===== src/rtl/gqed_pair_monitor.sv =====
// gqed_pair_monitor
//
// Pair monitor that sits between two copies of an HLS workload. It feeds both
// copies' single-port memory interfaces with read data from one shared
// sequence. It counts reads and writes per copy, and captures a CMP_LEN-element
// window of each copy's writes. It flags a functional-consistency failure when
// the two windows differ.
//
// Ports
//   clk, rst_n        clock, asynchronous active-low reset
//   clr               synchronous re-arm (counters, captures, done flags)
//   seq               shared sequence, element k at [k*DATA_W +: DATA_W]
//   idx               copy-1 window start (held stable while armed)
//   free_in           copy-1 read data on cycles with no read response
//   c1_ce/we/addr/d   copy-1 memory request; c1_q is its read data
//   c2_ce/we/d        copy-2 memory request; c2_q is its read data
//   c2_hold           copy-2 start must be held low
//   done1, done2      window captured for copy 1 / copy 2
//   mismatch          per-element window inequality (valid when both done)
//   fc_fail           both done and at least one element differs
module gqed_pair_monitor #(
   parameter int DATA_W  = 8,
   parameter int ADDR_W  = 4,
   parameter int CMP_LEN = 2
) (
   input  logic                           clk,
   input  logic                           rst_n,
   input  logic                           clr,
   input  logic [(2**ADDR_W)*DATA_W-1:0]  seq,
   input  logic [ADDR_W-1:0]              idx,
   input  logic [DATA_W-1:0]              free_in,
   input  logic                           c1_ce,
   input  logic                           c1_we,
   input  logic [ADDR_W-1:0]              c1_addr,
   input  logic [DATA_W-1:0]              c1_d,
   output logic [DATA_W-1:0]              c1_q,
   input  logic                           c2_ce,
   input  logic                           c2_we,
   input  logic [DATA_W-1:0]              c2_d,
   output logic [DATA_W-1:0]              c2_q,
   output logic                           c2_hold,
   output logic                           done1,
   output logic                           done2,
   output logic [CMP_LEN-1:0]             mismatch,
   output logic                           fc_fail
);

   localparam int SEQ_LEN = 2**ADDR_W;
   localparam int CNT_W   = ADDR_W + 1;

   localparam logic [CNT_W-1:0] ONE_C      = CNT_W'(1);
   localparam logic [CNT_W-1:0] CNT_MAX_C  = '1;
   localparam logic [CNT_W-1:0] CMP_LEN_C  = CNT_W'(CMP_LEN);
   localparam logic [CNT_W-1:0] CMP_LAST_C = CNT_W'(CMP_LEN - 1);

   genvar gi;

   // Unpack the flat sequence so it can be indexed by address.
   logic [DATA_W-1:0] seq_arr [SEQ_LEN];
   generate
      for (gi = 0; gi < SEQ_LEN; gi++) begin : g_seq
         assign seq_arr[gi] = seq[gi*DATA_W +: DATA_W];
      end
   endgenerate

   // One-cycle-delayed samples of the port requests. Every count and capture
   // uses these, which lines up with the workload's one-cycle read latency.
   logic              c1_ce_s_q, c1_ce_s_d;
   logic              c1_we_s_q, c1_we_s_d;
   logic [ADDR_W-1:0] c1_addr_s_q, c1_addr_s_d;
   logic [DATA_W-1:0] c1_d_s_q, c1_d_s_d;
   logic              c2_ce_s_q, c2_ce_s_d;
   logic              c2_we_s_q, c2_we_s_d;
   logic [DATA_W-1:0] c2_d_s_q, c2_d_s_d;

   logic [CNT_W-1:0]  c1_rd_cnt_q, c1_rd_cnt_d;
   logic [CNT_W-1:0]  c2_rd_cnt_q, c2_rd_cnt_d;
   logic [CNT_W-1:0]  c1_wr_cnt_q, c1_wr_cnt_d;
   logic [CNT_W-1:0]  c2_wr_cnt_q, c2_wr_cnt_d;
   logic              done1_q, done1_d;
   logic              done2_q, done2_d;

   logic              c1_rd, c1_wr, c2_rd, c2_wr;
   logic [CNT_W-1:0]  idx_ext, c1_lim, c1_last;
   logic [ADDR_W-1:0] c2_addr;
   logic              both_done;

   assign c1_rd   = c1_ce_s_q && !c1_we_s_q;
   assign c1_wr   = c1_ce_s_q &&  c1_we_s_q;
   assign c2_rd   = c2_ce_s_q && !c2_we_s_q;
   assign c2_wr   = c2_ce_s_q &&  c2_we_s_q;

   // CNT_W-bit arithmetic: idx + CMP_LEN cannot overflow.
   assign idx_ext = {1'b0, idx};
   assign c1_lim  = idx_ext + CMP_LEN_C;
   assign c1_last = c1_lim - ONE_C;

   always_comb begin
      c1_ce_s_d   = c1_ce;
      c1_we_s_d   = c1_we;
      c1_addr_s_d = c1_addr;
      c1_d_s_d    = c1_d;
      c2_ce_s_d   = c2_ce;
      c2_we_s_d   = c2_we;
      c2_d_s_d    = c2_d;
      c1_rd_cnt_d = c1_rd_cnt_q;
      c2_rd_cnt_d = c2_rd_cnt_q;
      c1_wr_cnt_d = c1_wr_cnt_q;
      c2_wr_cnt_d = c2_wr_cnt_q;
      done1_d     = done1_q;
      done2_d     = done2_q;
      if (clr) begin
         // Re-arm wins over everything, including requests sampled this cycle.
         c1_ce_s_d   = 1'b0;
         c1_we_s_d   = 1'b0;
         c1_addr_s_d = '0;
         c1_d_s_d    = '0;
         c2_ce_s_d   = 1'b0;
         c2_we_s_d   = 1'b0;
         c2_d_s_d    = '0;
         c1_rd_cnt_d = '0;
         c2_rd_cnt_d = '0;
         c1_wr_cnt_d = '0;
         c2_wr_cnt_d = '0;
         done1_d     = 1'b0;
         done2_d     = 1'b0;
      end else begin
         // The extra all-ones guard keeps the copy-1 read count from wrapping
         // when idx + CMP_LEN sits at the top of the counter range.
         if (c1_rd && (c1_rd_cnt_q <= c1_lim) && (c1_rd_cnt_q != CNT_MAX_C))
            c1_rd_cnt_d = c1_rd_cnt_q + ONE_C;
         if (c2_rd && (c2_rd_cnt_q < CMP_LEN_C))
            c2_rd_cnt_d = c2_rd_cnt_q + ONE_C;
         if (c1_wr && (c1_wr_cnt_q <= c1_last))
            c1_wr_cnt_d = c1_wr_cnt_q + ONE_C;
         if (c2_wr && (c2_wr_cnt_q <= CMP_LAST_C))
            c2_wr_cnt_d = c2_wr_cnt_q + ONE_C;
         if (c1_wr && !done1_q && (c1_wr_cnt_q == c1_last))
            done1_d = 1'b1;
         if (c2_wr && !done2_q && (c2_wr_cnt_q == CMP_LAST_C))
            done2_d = 1'b1;
      end
   end

   always_ff @(posedge clk or negedge rst_n) begin
      if (!rst_n) begin
         c1_ce_s_q   <= 1'b0;
         c1_we_s_q   <= 1'b0;
         c1_addr_s_q <= '0;
         c1_d_s_q    <= '0;
         c2_ce_s_q   <= 1'b0;
         c2_we_s_q   <= 1'b0;
         c2_d_s_q    <= '0;
         c1_rd_cnt_q <= '0;
         c2_rd_cnt_q <= '0;
         c1_wr_cnt_q <= '0;
         c2_wr_cnt_q <= '0;
         done1_q     <= 1'b0;
         done2_q     <= 1'b0;
      end else begin
         c1_ce_s_q   <= c1_ce_s_d;
         c1_we_s_q   <= c1_we_s_d;
         c1_addr_s_q <= c1_addr_s_d;
         c1_d_s_q    <= c1_d_s_d;
         c2_ce_s_q   <= c2_ce_s_d;
         c2_we_s_q   <= c2_we_s_d;
         c2_d_s_q    <= c2_d_s_d;
         c1_rd_cnt_q <= c1_rd_cnt_d;
         c2_rd_cnt_q <= c2_rd_cnt_d;
         c1_wr_cnt_q <= c1_wr_cnt_d;
         c2_wr_cnt_q <= c2_wr_cnt_d;
         done1_q     <= done1_d;
         done2_q     <= done2_d;
      end
   end

   assign both_done = done1_q && done2_q;

   // Per-element capture slots. Copy 1's window is offset by idx, copy 2's
   // starts at its first write. A slot freezes once its copy is done.
   generate
      for (gi = 0; gi < CMP_LEN; gi++) begin : g_cap
         localparam logic [CNT_W-1:0] K_C = CNT_W'(gi);
         logic [DATA_W-1:0] cap1_q, cap1_d;
         logic [DATA_W-1:0] cap2_q, cap2_d;

         always_comb begin
            cap1_d = cap1_q;
            cap2_d = cap2_q;
            if (clr) begin
               cap1_d = '0;
               cap2_d = '0;
            end else begin
               if (c1_wr && !done1_q && (c1_wr_cnt_q == idx_ext + K_C))
                  cap1_d = c1_d_s_q;
               if (c2_wr && !done2_q && (c2_wr_cnt_q == K_C))
                  cap2_d = c2_d_s_q;
            end
         end

         always_ff @(posedge clk or negedge rst_n) begin
            if (!rst_n) begin
               cap1_q <= '0;
               cap2_q <= '0;
            end else begin
               cap1_q <= cap1_d;
               cap2_q <= cap2_d;
            end
         end

         assign mismatch[gi] = both_done && (cap1_q != cap2_q);
      end
   endgenerate

   // Copy 2 reads the sequence in order from idx; the ADDR_W-bit sum wraps.
   assign c2_addr = idx + c2_rd_cnt_q[ADDR_W-1:0];

   assign c1_q    = c1_rd ? seq_arr[c1_addr_s_q] : free_in;
   assign c2_q    = seq_arr[c2_addr];
   assign c2_hold = (c2_rd_cnt_q == CMP_LAST_C);
   assign done1   = done1_q;
   assign done2   = done2_q;
   assign fc_fail = both_done && (mismatch != '0);

endmodule


===== config.mk =====
export PLATFORM = sky130hd
export DESIGN_NAME = gqed_pair_monitor
export DESIGN_NICKNAME = d
export VERILOG_FILES = /design/src/rtl/gqed_pair_monitor.sv
export SDC_FILE = /design/constraint.sdc
export NUM_CORES = 1
export LEC_CHECK = 0
export ABC_AREA = 1
export CAP_MARGIN = 20
export CORE_MARGIN = 2
export CORE_UTILIZATION = 45
export CTS_CLUSTER_DIAMETER = 30
export CTS_CLUSTER_SIZE = 16
export DETAILED_ROUTE_END_ITERATION = 8
export PLACE_DENSITY_LB_ADDON = 0.15
export SETUP_SLACK_MARGIN = 0.4
export SYNTH_ARGS = -nofsm -noshare
export SYNTH_HDL_FRONTEND = slang
export SYNTH_SLANG_ARGS = --single-unit

===== constraint.sdc =====
create_clock -name clk -period 4.3 [get_ports clk]
set_input_delay 1.075 -clock clk [delete_from_list [all_inputs] [get_ports clk]]
set_output_delay 1.075 -clock clk [all_outputs]
set_load 0.01 [all_outputs]

# Word level (Yosys, flattened, before mapping)
# Index checks and enable logic that the tools add are counted.
[classes] n_addsub=7 n_lt_le_gt_ge=5 eq_ne=7 n_mux=32 bitwise=2 reduce_logical=32
[ops] operator="$mux 8" n=15
[ops] operator="$bmux 8 s4" n=2
[ops] operator="$mux 5" n=6
[ops] operator="$logic_and 1x1->1" n=18
[ops] operator="$reduce_bool 2->1" n=9
[ops] operator="$ne 8x8->1" n=2
[ops] operator="$add 5x1->5 const B" n=3
[ops] operator="$eq 5x1->1 const B" n=2
[ops] operator="$eq 5x5->1" n=2
[ops] operator="$ge 5x5->1 const B" n=2
[ops] operator="$not 4->5" n=2
[ops] operator="$mux 1" n=8
[ops] operator="$add 4x1->5 const B" n=1
[ops] operator="$add 4x2->5 const B" n=1
[ops] operator="$eq 5x4->1" n=1
[ops] operator="$le 5x1->1 const B" n=1
[ops] operator="$le 5x5->1" n=1
[ops] operator="$logic_not 5->1" n=1
[ops] operator="$lt 5x2->1 const B" n=1
[ops] operator="$sub 5x1->5 const B" n=1
[ops] operator="$add 4x4->4" n=1
[ops] operator="$logic_not 1->1" n=4
[ops] operator="$mux 4" n=1
[word_totals] regBits=73 wordCells=101

# Logic depth before layout (Yosys ltp)
# Gate-level depths: netlist (run 1).
[depth] depth_word=6 ltp_mapped=12 mapped_depth_nobuf=11

# Least setup slack after synthesis (run 1)
# OpenSTA, ideal clock, no wires.
[synth_path] path_type="input to output" startpoint="input idx[0]" endpoint="output c2_q[0]" arrival_ns=2.604 path_slack_ns=0.621 cell_stages=11 path_cell_list="ha_1 inv_1 fa_1 inv_2 clkbuf_1 o21ai_0 o21ai_1 nand2_1 nand2_1 nand2_1 nand2_1"
[synth_via] elab_chain_cells=5
[synth_lines] item="from (decl)" line_no="30" source="input logic [ADDR_W-1:0] idx,"
[synth_lines] item="$add 4x4->4" line_no="216" source="assign c2_addr = idx + c2_rd_cnt_q[ADDR_W-1:0];"
[synth_lines] item="$not 4->5 (not written as such)" line_no="219" source="assign c2_q = seq_arr[c2_addr];"
[synth_lines] item="$bmux 8 s4" line_no="219"
[synth_lines] item="$mux 8 (not written as such) (2 in series)" line_no="219"
[synth_lines] item="to (decl)" line_no="40" source="output logic [DATA_W-1:0] c2_q,"
# No other way between the ends. The select of a mux whose other input is x is not followed.

# Worst setup path after layout (run 1)
[layout_path] startpoint="input idx[0]" endpoint="output c2_q[2]"
# Same word-level chain as after synthesis.

==> impl.org, run 1 <==
** Synth
- Async SR Flop Fraction :: 1.00
- Most frequently used flop master after synthesis :: sky130_fd_sc_hd__dfrtp_1
- Each instance of the synthesized netlist takes up on average between 6 and 7 sq um.
- In the synthesized netlist, the number of instances is 1,010.
- By area the synthesized netlist is led by sky130_fd_sc_hd__dfrtp_1 30%, sky130_fd_sc_hd__nand2_1 22%, sky130_fd_sc_hd__nand3_1 10%, sky130_fd_sc_hd__nor2_1 8.2%, sky130_fd_sc_hd__o21ai_1 5.8%.
- The Yosys step of the flow raised 0 warnings.
- The number of nets in the synthesized netlist is around 1,200.
- Cell accounting for the most synthesized area :: sky130_fd_sc_hd__dfrtp_1
- Library cells used by synthesis :: 29
- sky130_fd_sc_hd__nand2_1 is the most common cell in the netlist.
- Flip-flop and latch count after synthesis :: 73
- Proportion of netlist area held by the largest area contributor :: 0.301
- Share of synthesized area occupied by flip-flops and latches :: 0.301
- In this run the cell area of the synthesized design comes to around 6100 sq um.
- In this run, synthesis inferred 0 flip-flops with an integrated enable.
- Most frequent cells after synthesis :: 352 x sky130_fd_sc_hd__nand2_1, 132 x sky130_fd_sc_hd__nor2_1, 127 x sky130_fd_sc_hd__nand3_1

** Route
- Ratio of routed vias to standard cells :: between 5 and 6
- Residual antenna-violating net count after detailed routing :: 0
- Before antenna repair, the detailed router went through 7 iterations.
- The detailed router placed 7,301 vias in this run.
- For this run, design rule violations remaining after detail routing come to 0.
- Detailed router's first-iteration violation count :: approximately 930
- Total wire length :: between 20 and 25 mm
- After detailed routing, the average wire length per cell comes to ~16 um.

** Power
- Leakage dissipation :: about 4.3 nW
- Power Dens Cells :: approximately 270 nW/um^2
- Peak supply drop :: 0.230 mV

** Layout
- With fillers left out, the area of the finished cells amounts to between 8000 and 9000 sq um.
- Final Non-Filler Cells :: around 1,400
- From synthesis to final layout, the design area changed by 41.7%.
- Fraction of final layout cells sized beyond drive strength 1 :: 0.0765
- Net count, final :: around 1,400

** Timing
- Slew HR :: 0.393
- Unrepaired setup endpoints after global routing :: true
- Setup violations remaining at the end of the flow were counted as 0.
- The hold violation total from the final report is 0.
- Tightest Pin Transition :: a little over 0.9 ns
- Slew Limit Fails :: 0
- Final clock skew :: 0.00679 ns
- Timing-limited maximum frequency :: ~250 MHz
- Fin crit share :: 0.923
- The clock period could shrink to a little under 4 ns.
- Worst setup margin :: 0.333 ns

** Worst setup path
- The worst register-to-register path begins at c1_wr_cnt_q[3].
- Across all register-to-register paths, the minimum setup slack is approximately 2.4 ns.
- Startpoint types :: input port
- Critical register-to-register path endpoint :: c1_wr_cnt_q[2]
- CP max FO :: 7
- CP endpoint kind :: primary output
- Critical path start-end classification :: in2out
- Logic depth of the worst register-to-register path :: 9
- Endpoint arrival time on the critical path :: 2.89 ns
- For the worst setup path, the data required time is approximately 3.2 ns.

** Placed design
- Post-placement cell area :: just over 8000 sq um
- In this run, placement finished with an instance count of approximately 1,300.
- Routability-driven placement finished with a final weighted congestion of 0.891.
- HPWL Detailed :: approximately 16 mm
- Setup WS pre-CTS :: -0.473 ns
- Count of input and output buffers :: ~190

** Global routing
- For this run, the total global-route usage over all layers was measured as 0.303.
- Antenna violations before repair :: 1
- Congestion Overflow GR :: 0
- Entering global routing, the biggest net connects 74 pins.
- Vias in the first global route :: around 6,800
- The first global-routing pass estimated roughly 35 mm of wire.

** Run status
- The run finished with clean final reports.

** Floorplan
- Area enclosed by the die boundary :: around 14,000 sq um
- Floorplan row count :: 42
- Initial core utilization :: 0.460
- The floorplan step set the die width to ~120 um.
- Placeable core region :: approximately 13,000 sq um
- Die outline height :: between 100 and 150 um
- During I/O placement, the number of pins put on the boundary was 189.

** Clock network
- Maximum number of buffers from clock root to sink :: 2
- In this run, CTS created clock tree buffers numbering 9.
- In this run the clock root is driven by a sky130_fd_sc_hd__clkbuf_16.
- Clk Latency, worst-skew pair :: roughly 0.33 ns
- Clock-pin slew was measured on the worst setup and hold paths at approximately 0.05 ns.
- For this design, the sink count on the clock tree is between 70 and 80.
- The H-tree was split into 3 levels.
- TritonCTS built the clock tree.

** Hold path
- The min-delay analysis places its worst path in the category reg2reg.
- The worst hold path begins at g_cap[1].cap1_q[1].
- The worst hold path was traced through 2 stages.
- Worst-case hold path end point :: g_cap[1].cap1_q[1]

** Run
- Count of maximum capacitance violations :: 0
==> how the worst max path moves through the flow <==
stage	start	endpoint	slack, ns	depth (start not counted)
after floorplan	idx[0]	c2_q[0]	0.62	11
after global placement	idx[0]	c2_q[1]	-0.46	15
after detailed placement	idx[0]	c2_q[1]	-0.47	15
after CTS	idx[0]	c2_q[0]	0.29	14
after global routing	idx[0]	c2_q[1]	0.26	16
final	idx[0]	c2_q[2]	0.33	16
==> flip-flops by register name, summed over array words and instances (netlist names) <==
register / count
c1_ce_s_q: 1
c2_rd_cnt_q: 5
done1: 1
c2_wr_cnt_q: 5
c2_ce_s_q: 1
g_cap.cap1_q: 16
done2: 1
c1_addr_s_q: 4
g_cap.cap2_q: 16
c2_d_s_q: 8
c1_d_s_q: 8
c2_we_s_q: 1
c1_we_s_q: 1
c1_wr_cnt_q: 5
==> per-stage QoR <==
step	setup TNS [ns]	hold slack (ns)	power [W]	utilization
2_1_floorplan	0	0.445	0.00116	-
3_3_place_gp	-3.43	0.457	0.00154	0.620
3_5_place_dp	-3.58	0.478	0.00155	0.620
4_1_cts	0	0.492	0.00229	0.648
5_1_grt	0	0.514	0.00242	0.652
6_report	0	0.492	0.00229	0.652
==> placed cells by master (no fill, tap or decap), types with 11 or more instances in the layout <==
cell                              count
sky130_fd_sc_hd__nand2_1            348
sky130_fd_sc_hd__clkdlybuf4s50_1    168
sky130_fd_sc_hd__nor2_1             129
sky130_fd_sc_hd__nand3_1            127
sky130_fd_sc_hd__dfrtp_1             72
sky130_fd_sc_hd__inv_1               71
sky130_fd_sc_hd__o21ai_1             71
sky130_fd_sc_hd__o21ai_0             46
sky130_fd_sc_hd__buf_4               19
sky130_fd_sc_hd__ha_1                13
sky130_fd_sc_hd__inv_2               11
sky130_fd_sc_hd__xor2_1              11
==> cell families (layout without fill, tap and decap cells) <==
logic type / after synthesis / in the layout / synth area share
adder cells (fa/ha/maj): 16 / 16 / 0.0342
XOR/XNOR: 17 / 17 / 0.0283
AND/OR/NAND/NOR: 629 / 629 / 0.423
AO/OA/AOI/OAI: 136 / 136 / 0.114
other: 0 / 2 / 0
buffers and inverters: 139 / 319 / 0.0994
flip-flops: 73 / 73 / 0.301
==> worst max-delay path, cell delays in order <==
cell                      delay [ns]
sky130_fd_sc_hd__buf_8          0.10
sky130_fd_sc_hd__ha_4           0.15
sky130_fd_sc_hd__inv_2          0.05
sky130_fd_sc_hd__fa_1           0.43
sky130_fd_sc_hd__buf_6          0.15
sky130_fd_sc_hd__buf_6          0.13
sky130_fd_sc_hd__buf_12         0.14
sky130_fd_sc_hd__buf_6          0.12
sky130_fd_sc_hd__nor2_1         0.07
sky130_fd_sc_hd__o21ai_1        0.06
sky130_fd_sc_hd__o21ai_1        0.08
sky130_fd_sc_hd__nand2_1        0.06
sky130_fd_sc_hd__nand2_1        0.06
sky130_fd_sc_hd__nand2_1        0.04
sky130_fd_sc_hd__nand2_1        0.06
sky130_fd_sc_hd__buf_2          0.13
==> timing repair <==
| action | CTS | global route |
|---|---|---|
| setup buffers | 3 | 0 |
| cloned | 2 | 0 |
| pin swaps | 12 | 14 |
| resized for setup | 58 | 16 |
| endpoints found under the hold margin | 0 | 0 |
| setup endpoints to repair | 11 | 15 |
| hold buffers | 0 | 0 |
==> final cells by class <==
type                    instances  area, sq um
inverters                      84          320
repair buffers                220         2250
clock buffers                  10          229
multi-input cells             798         3690
fillers                      1216         4590
flip-flops and latches         73         1830
diodes                          2         5.00
well taps                     176          220
clock inverters                 5         56.3
==> power by group <==
group / leakage [nW] / total [W] / switching (W) / internal, W
clock: 0.139 / 0.000726 / 0.000280 / 0.000446
combinational: 3.16 / 0.000832 / 0.000446 / 0.000386
sequential: 0.978 / 0.000736 / 0.0000193 / 0.000716
==> per-layer routing <==
metal  global-route usage  up-vias  wire (um)
met5                    0        -          0
met4                0.126        0        864
met3               0.0456       56       2040
met2                0.473      362       9760
met1                0.419     3306       9040
li1                     -     3577          -
No activity file was read; power rests on OpenSTA's default activity.
==> run 2, diff against run 1 <==
Settings changed: CORE_MARGIN 2 to 3, DONT_BUFFER_PORTS set to 1.
==> impl.org, run 2 (same netlist as run 1, synthesis figures left out) <==
** Run status
- The run finished with clean final reports.

** Layout
- Antenna diode instance count :: 0
- Leading cell type in the layout, fill and taps excluded :: sky130_fd_sc_hd__nand2_1
- In the layout the commonest cells are 348 x sky130_fd_sc_hd__nand2_1, 132 x sky130_fd_sc_hd__nor2_1, 127 x sky130_fd_sc_hd__nand3_1, 73 x sky130_fd_sc_hd__inv_1, 72 x sky130_fd_sc_hd__dfrtp_1.
- Largest registers in the final layout :: g_cap.cap1_q (16), g_cap.cap2_q (16)
- Fill cell count :: 1,350
- With fillers left out, the area of the finished cells amounts to ~6500 sq um.
- Compared with the post-synthesis result, the final layout area differs by 7.80%.
- After the last flow step, the layout net total stands at between 1,000 and 1,500.
- Fraction of final layout cells sized beyond drive strength 1 :: 0.0540

** Timing
- Timing-limited maximum frequency :: between 200 and 300 MHz
- Setup-violating endpoint count in the final report :: 0
- Tightest Pin Transition :: between 0.7 and 0.8 ns
- Subtracting the final worst setup slack from the clock period gives around 3.8 ns.
- Slew HR :: 0.481
- Unrepaired setup endpoints after global routing :: true
- Setup TNS after final layout :: 0 ns
- Final clock skew :: roughly 0.0097 ns
- The final-report max-slew violation count came to 0.
- Fin crit share :: 0.895
- Hold violation count in the final report :: 0

** Worst setup path
- WP data required :: approximately 3.2 ns
- Endpoint arrival time on the critical path :: around 2.8 ns
- On the worst path, the slowest cell contributes a delay of 0.49 ns.
- In this run the worst path has a maximum fanout of 10.
- The largest individual stage delay along the critical path comes from the cell sky130_fd_sc_hd__fa_2.
- The cell family contributing the most delay on the critical path is adder cells.
- The critical path is of the in2out type.
- Among the stages of the critical path, the cell type that occurs most often is sky130_fd_sc_hd__nand2_1.
- CP endpoint kind :: primary output
- The critical path contains buffers and inverters numbering 3 combined.
- The worst setup path is launched from an input port.
- Cells traversed along the worst timing path :: ha_2 -> inv_1 -> fa_2 -> buf_12 -> clkbuf_16 -> nor2_1 -> o21ai_0 -> o21ai_1 -> nand2_1 -> nand2_1 -> nand2_1 -> nand2_2

** Route
- Residual antenna-violating net count after detailed routing :: 0
- The pre-antenna-repair detailed-routing pass consisted of 7 iterations.
- Total wire length :: a little over 20 mm
- Detailed router's first-iteration violation count :: ~610
- Post-route DRC :: 0
- WL per Instance :: 17.7 um
- Dividing the detail-routed via count by the number of cells gives around 5.5.
- Overall via count from detail_route :: between 6,000 and 7,000

** Floorplan
- Placeable core region :: about 13,000 sq um
- The floorplan step set the die height to 122 um.
- The initialized floorplan defines 41 standard-cell rows.
- Area enclosed by the die boundary :: approximately 15,000 sq um
- Measured along the x axis, the die boundary spans roughly 120 um.
- During I/O placement, the number of pins put on the boundary was approximately 190.
- For this configuration, the core starts out at a cell density of 0.471.

** Global routing
- Maximum number of pins on one net before global-route repair :: 74
- The via count of the first global-routing pass came to ~5,800.
- Wire length of the first global-routing pass :: between 30 and 40 mm
- In the global route stage, overall resource usage came out at 0.268.
- The initial antenna violation count is 0.
- The total overflow left after global routing is 0.

** Power
- Power Dens Cells :: roughly 330 nW/um^2
- IR analysis of the VDD net gives a maximum drop of about 0.28 mV.
- Leakage dissipation :: 3.36 nW

** Clock network
- The clock reaches the later pin of the worst-skew pair after approximately 0.33 ns.
- Number of sinks handled by clock tree synthesis :: 73
- TritonCTS built the clock tree.
- Clock-pin slew was measured on the worst setup and hold paths at ~0.060 ns.
- Maximum number of buffers from clock root to sink :: 2
- H-tree depth :: 3
- Root Buffer :: sky130_fd_sc_hd__clkbuf_16
- Clock buffers created by TritonCTS :: 9

** Placed design
- Final RePlAce weighted congestion :: around 0.95
- Input and output buffers added on the ports amount to 0.
- After detailed placement, the total cell area comes to approximately 6100 sq um.
- HPWL Detailed :: 14.7 mm

** Hold path
- The tightest min-delay check is of the in2async type.

** Run
- Across the run, the number of max-cap violations was 0.
## run 2: layout make-up
type / count / area, sq um / area share
Clock inverter: 5 / 104 / 0.0159
Timing Repair Buffer: 12 / 179 / 0.0274
Multi-Input combinational cell: 798 / 3650 / 0.558
Sequential cell: 73 / 1830 / 0.280
Tap cell: 172 / 215 / 0.0329
Clock buffer: 10 / 239 / 0.0365
Inverter: 84 / 323 / 0.0494
## run 2: report_power, final
| group | switching (W) | internal (W) |
|---|---|---|
| Combinational | 0.000355 | 0.000197 |
| Clock | 0.000271 | 0.000579 |
| Sequential | 0.0000217 | 0.000717 |
## run 2: per-stage QoR
step / setup slack, ns / util / instances / hold slack [ns] / power, W
floorplan: 0.621 / - / 1010 / 0.445 / 0.00116
global placement: 0.487 / 0.474 / 1135 / 0.455 / 0.00126
detailed placement: 0.458 / 0.474 / 1135 / 0.473 / 0.00127
CTS: 0.461 / 0.500 / 1150 / 0.424 / 0.00212
global route: 0.373 / 0.508 / 1154 / 0.419 / 0.00226
finish: 0.454 / 0.508 / 1154 / 0.439 / 0.00214
## run 2: routing by layer
layer / vias up / track usage / share of wire
li1: 3157 / - / -
met2: 290 / 0.423 / 0.44
met5: - / 0 / 0
met1: 2881 / 0.342 / 0.41
met4: 0 / 0.0924 / 0.037
met3: 53 / 0.0929 / 0.11
## run 2: path summary, 6_finish.rpt
path | cells after the start | endpoint | slack, ns | start
max | 12 | c2_q[2] | 0.45 | idx[0]
min | 0 | g_cap[1].cap2_q[3] | 0.44 | rst_n
max reg2reg | 7 | g_cap[0].cap1_q[7] | 2.41 | c1_wr_cnt_q[0]
min reg2reg | 2 | g_cap[1].cap2_q[2] | 0.48 | g_cap[1].cap2_q[2]
max in group asynchronous | 0 | c1_addr_s_q[0] | 3.73 | rst_n
min in group clk | 2 | g_cap[1].cap2_q[2] | 0.48 | g_cap[1].cap2_q[2]
## run 2: worst reg2reg max path, cell delays in order, from the launching register on
cell and delay [ns]:
sky130_fd_sc_hd__dfrtp_1 0.41, sky130_fd_sc_hd__inv_1 0.08, sky130_fd_sc_hd__ha_1 0.31, sky130_fd_sc_hd__or2_0 0.25
sky130_fd_sc_hd__nor3_2 0.23, sky130_fd_sc_hd__nand2_2 0.26, sky130_fd_sc_hd__nand3_1 0.15, sky130_fd_sc_hd__o21ai_1 0.08
## run 2: repair_timing
action                     CTS  global route
hold buffers                 0             0
resized for setup            0             8
setup endpoints to repair    0             8
buffers inserted             0             1
==> run 3, diff against run 2 <==
Settings changed: REMOVE_ABC_BUFFERS set to 1.
==> impl.org, run 3 (same netlist as run 1, synthesis figures left out) <==
** Worst setup path
- Endpoint arrival time on the critical path :: 2.78 ns
- R2R Setup Slk :: roughly 2.5 ns
- Worst setup startpoint :: idx[0]
- CP endpoint kind :: primary output
- WP data required :: between 3 and 4 ns
- The worst setup path is of the in2out kind.
- The startpoint identified for the worst register-to-register timing path is c1_wr_cnt_q[0].
- CP max FO :: 10
- Startpoint types :: input port

** Clock network
- Number of sinks handled by clock tree synthesis :: 73
- Clock latency on the worst-skew pair, taken at its later pin, is approximately 0.34 ns.
- Root Buffer :: sky130_fd_sc_hd__clkbuf_16
- Clock tree synthesis inserted a total of 9 buffers.
- TritonCTS built the clock tree.
- H-tree depth :: 3
- Clock-pin slew on the worst setup and hold paths :: approximately 0.050 ns
- Maximum number of buffers from clock root to sink :: 2

** Power
- Summing internal, switching and leakage power gives 0.00206 W.
- In this run the static leakage power is 3.39 nW.
- Power Dens Cells :: between 300 and 400 nW/um^2
- Peak supply drop :: between 0.3 and 0.4 mV

** Route
- Detailed router's first-iteration violation count :: approximately 500
- Overall via count from detail_route :: 6,312
- The highest layer touched by signal routing is met4.
- Dividing the detail-routed via count by the number of cells gives 5.41.
- Dividing the detail-routed wire length by the instance count gives ~17 um.
- Metal3 WL :: roughly 1.9 mm
- First drt pass iteration count :: 5
- After detailed routing, the met2 layer carries 9.25 mm of wire.
- The detail route stage leaves a number of antenna-violating nets equal to 0.
- Post-route DRC :: 0
- For this block, wires on met1 add up to 7.91 mm.
- Total wire length :: approximately 20 mm

** Timing
- At the pin with the least slew margin, the transition time is approximately 0.74 ns.
- Slew Limit Fails :: 0
- Fin crit share :: 0.896
- The hold violation total from the final report was 0.
- Derived from the worst setup path, the maximum achievable clock frequency is around 260 MHz.
- Headroom to the max-slew limit came out at 0.503.
- Setup-violating endpoint count in the final report :: 0
- Final clock skew :: slightly below 0.007 ns
- Shortest clock period the worst path allows after layout :: a little under 4 ns
- Setup repair after global routing could not meet its margin everywhere.

** Layout
- Sequential cell area in the final layout :: between 1500 and 2000 sq um
- Fill cell count :: 1,376
- In the final layout, the multi-input gates occupy roughly 3700 sq um.
- In the final layout, the share of cells above drive strength 1 is 0.0683.
- Net count, final :: 1,173
- Top library cells by usage in the layout, fill and taps aside :: 344 x sky130_fd_sc_hd__nand2_1, 132 x sky130_fd_sc_hd__nor2_1, 127 x sky130_fd_sc_hd__nand3_1, 73 x sky130_fd_sc_hd__inv_1, 72 x sky130_fd_sc_hd__dfrtp_1
- From synthesis to final layout, the design area changed by 8.58%.
- Largest registers in the final layout :: g_cap.cap1_q (16), g_cap.cap2_q (16)
- Antenna diode instance count :: 0
- With fillers left out, the area of the finished cells amounts to 6590 sq um.
- Once layout is complete, the utilization of the core stands at 0.512.
- Leaving out fill and tap cells, the most frequent cell in the layout is sky130_fd_sc_hd__nand2_1.

** Global routing
- Wire length of the first global-routing pass :: 28.6 mm
- The via count of the first global-routing pass came to roughly 5,600.
- The total overflow left after global routing is 0.
- The initial antenna violation count is 0.
- Maximum number of pins on one net before global-route repair :: 74
- Overall routing resource usage :: 0.244

** Floorplan
- The core region is 12,900 sq um.
- Die outline height :: roughly 120 um
- Floorplan row count :: approximately 40
- The floorplan step defined a die boundary enclosing between 10,000 and 15,000 sq um.
- The initial utilization of the core area, before any placement, comes to 0.471.
- Pin placement for this block handled about 190 I/O pins.
- Chip Width :: approximately 120 um

** Placed design
- Count of input and output buffers :: 0
- Final RePlAce weighted congestion :: about 0.9
- HPWL Detailed :: 13.1 mm
- Post-placement cell area :: approximately 6100 sq um

** Hold path
- The min-delay analysis places its worst path in the category in2async.

** Run
- Count of maximum capacitance violations :: 0

** Run status
- The flow ran to the end, and the final reports show no timing, DRC or antenna violations.
[run 3: cell count changes in the layout (fill, tap and decap cells not counted), moves of 2 or more]
cell	previous run	this run
sky130_fd_sc_hd__buf_12	4	2
sky130_fd_sc_hd__clkbuf_1	0	2
sky130_fd_sc_hd__nand2_2	5	9
sky130_fd_sc_hd__nand2_1	348	344
sky130_fd_sc_hd__buf_4	5	18
sky130_fd_sc_hd__bufinv_16	3	1
[run 3: layer usage]
| metal | GRT usage | up-vias |
|---|---|---|
| li1 | - | 3178 |
| met1 | 0.301 | 2789 |
| met2 | 0.414 | 295 |
| met3 | 0.0627 | 50 |
| met4 | 0.0882 | 0 |
| met5 | 0 | - |
[run 3: area by class of cell]
cell class,count,share of cell area
Timing Repair Buffer,24,0.0397
Multi-Input combinational cell,798,0.556
Tap cell,172,0.0327
Sequential cell,73,0.278
Clock buffer,12,0.0374
Clock inverter,4,0.00779
Inverter,84,0.0490
[run 3: where the power goes]
part	switching [W]	internal (W)	total (W)	leakage, nW
Sequential	0.0000184	0.000717	0.000735	0.978
Combinational	0.000366	0.000211	0.000578	2.27
Clock	0.000279	0.000466	0.000745	0.143
Total	0.000664	0.00139	0.00206	3.39
[run 3: worst paths after layout]
check,to,cells past startpoint
worst max-delay path,c2_q[7],11
worst min-delay path,c2_ce_s_q,0
worst max register to register,g_cap[0].cap1_q[7],7
worst min register to register,c2_wr_cnt_q[3],2
max in group asynchronous,g_cap[1].cap1_q[2],0
min in group clk,c2_wr_cnt_q[3],2
[run 3: repair_timing]
action	4_1_cts	5_1_grt
cloned	0	4
hold buffers	0	0
resized for setup	1	11
pin swaps	0	1
setup endpoints to repair	8	8
buffers inserted	0	5
[run 3: worst max-delay path, stage by stage]
cell and delay [ns]:
sky130_fd_sc_hd__ha_2 0.15, sky130_fd_sc_hd__inv_1 0.06, sky130_fd_sc_hd__fa_2 0.62, sky130_fd_sc_hd__buf_4 0.17, sky130_fd_sc_hd__clkbuf_16 0.18, sky130_fd_sc_hd__o21ai_0 0.09
sky130_fd_sc_hd__o21ai_1 0.14, sky130_fd_sc_hd__nand2_1 0.06, sky130_fd_sc_hd__nand2_1 0.08, sky130_fd_sc_hd__nand2_1 0.06, sky130_fd_sc_hd__nand2_2 0.09
[run 3: through the flow]
step / hold slack, ns / TNS (ns) / instances / setup slack, ns
2_1_floorplan: 0.445 / -1.45 / 955 / -0.181
3_3_place_gp: 0.457 / 0 / 1142 / 0.335
3_5_place_dp: 0.467 / 0 / 1142 / 0.303
4_1_cts: 0.418 / 0 / 1158 / 0.461
5_1_grt: 0.412 / 0 / 1167 / 0.362
6_report: 0.430 / 0 / 1167 / 0.449
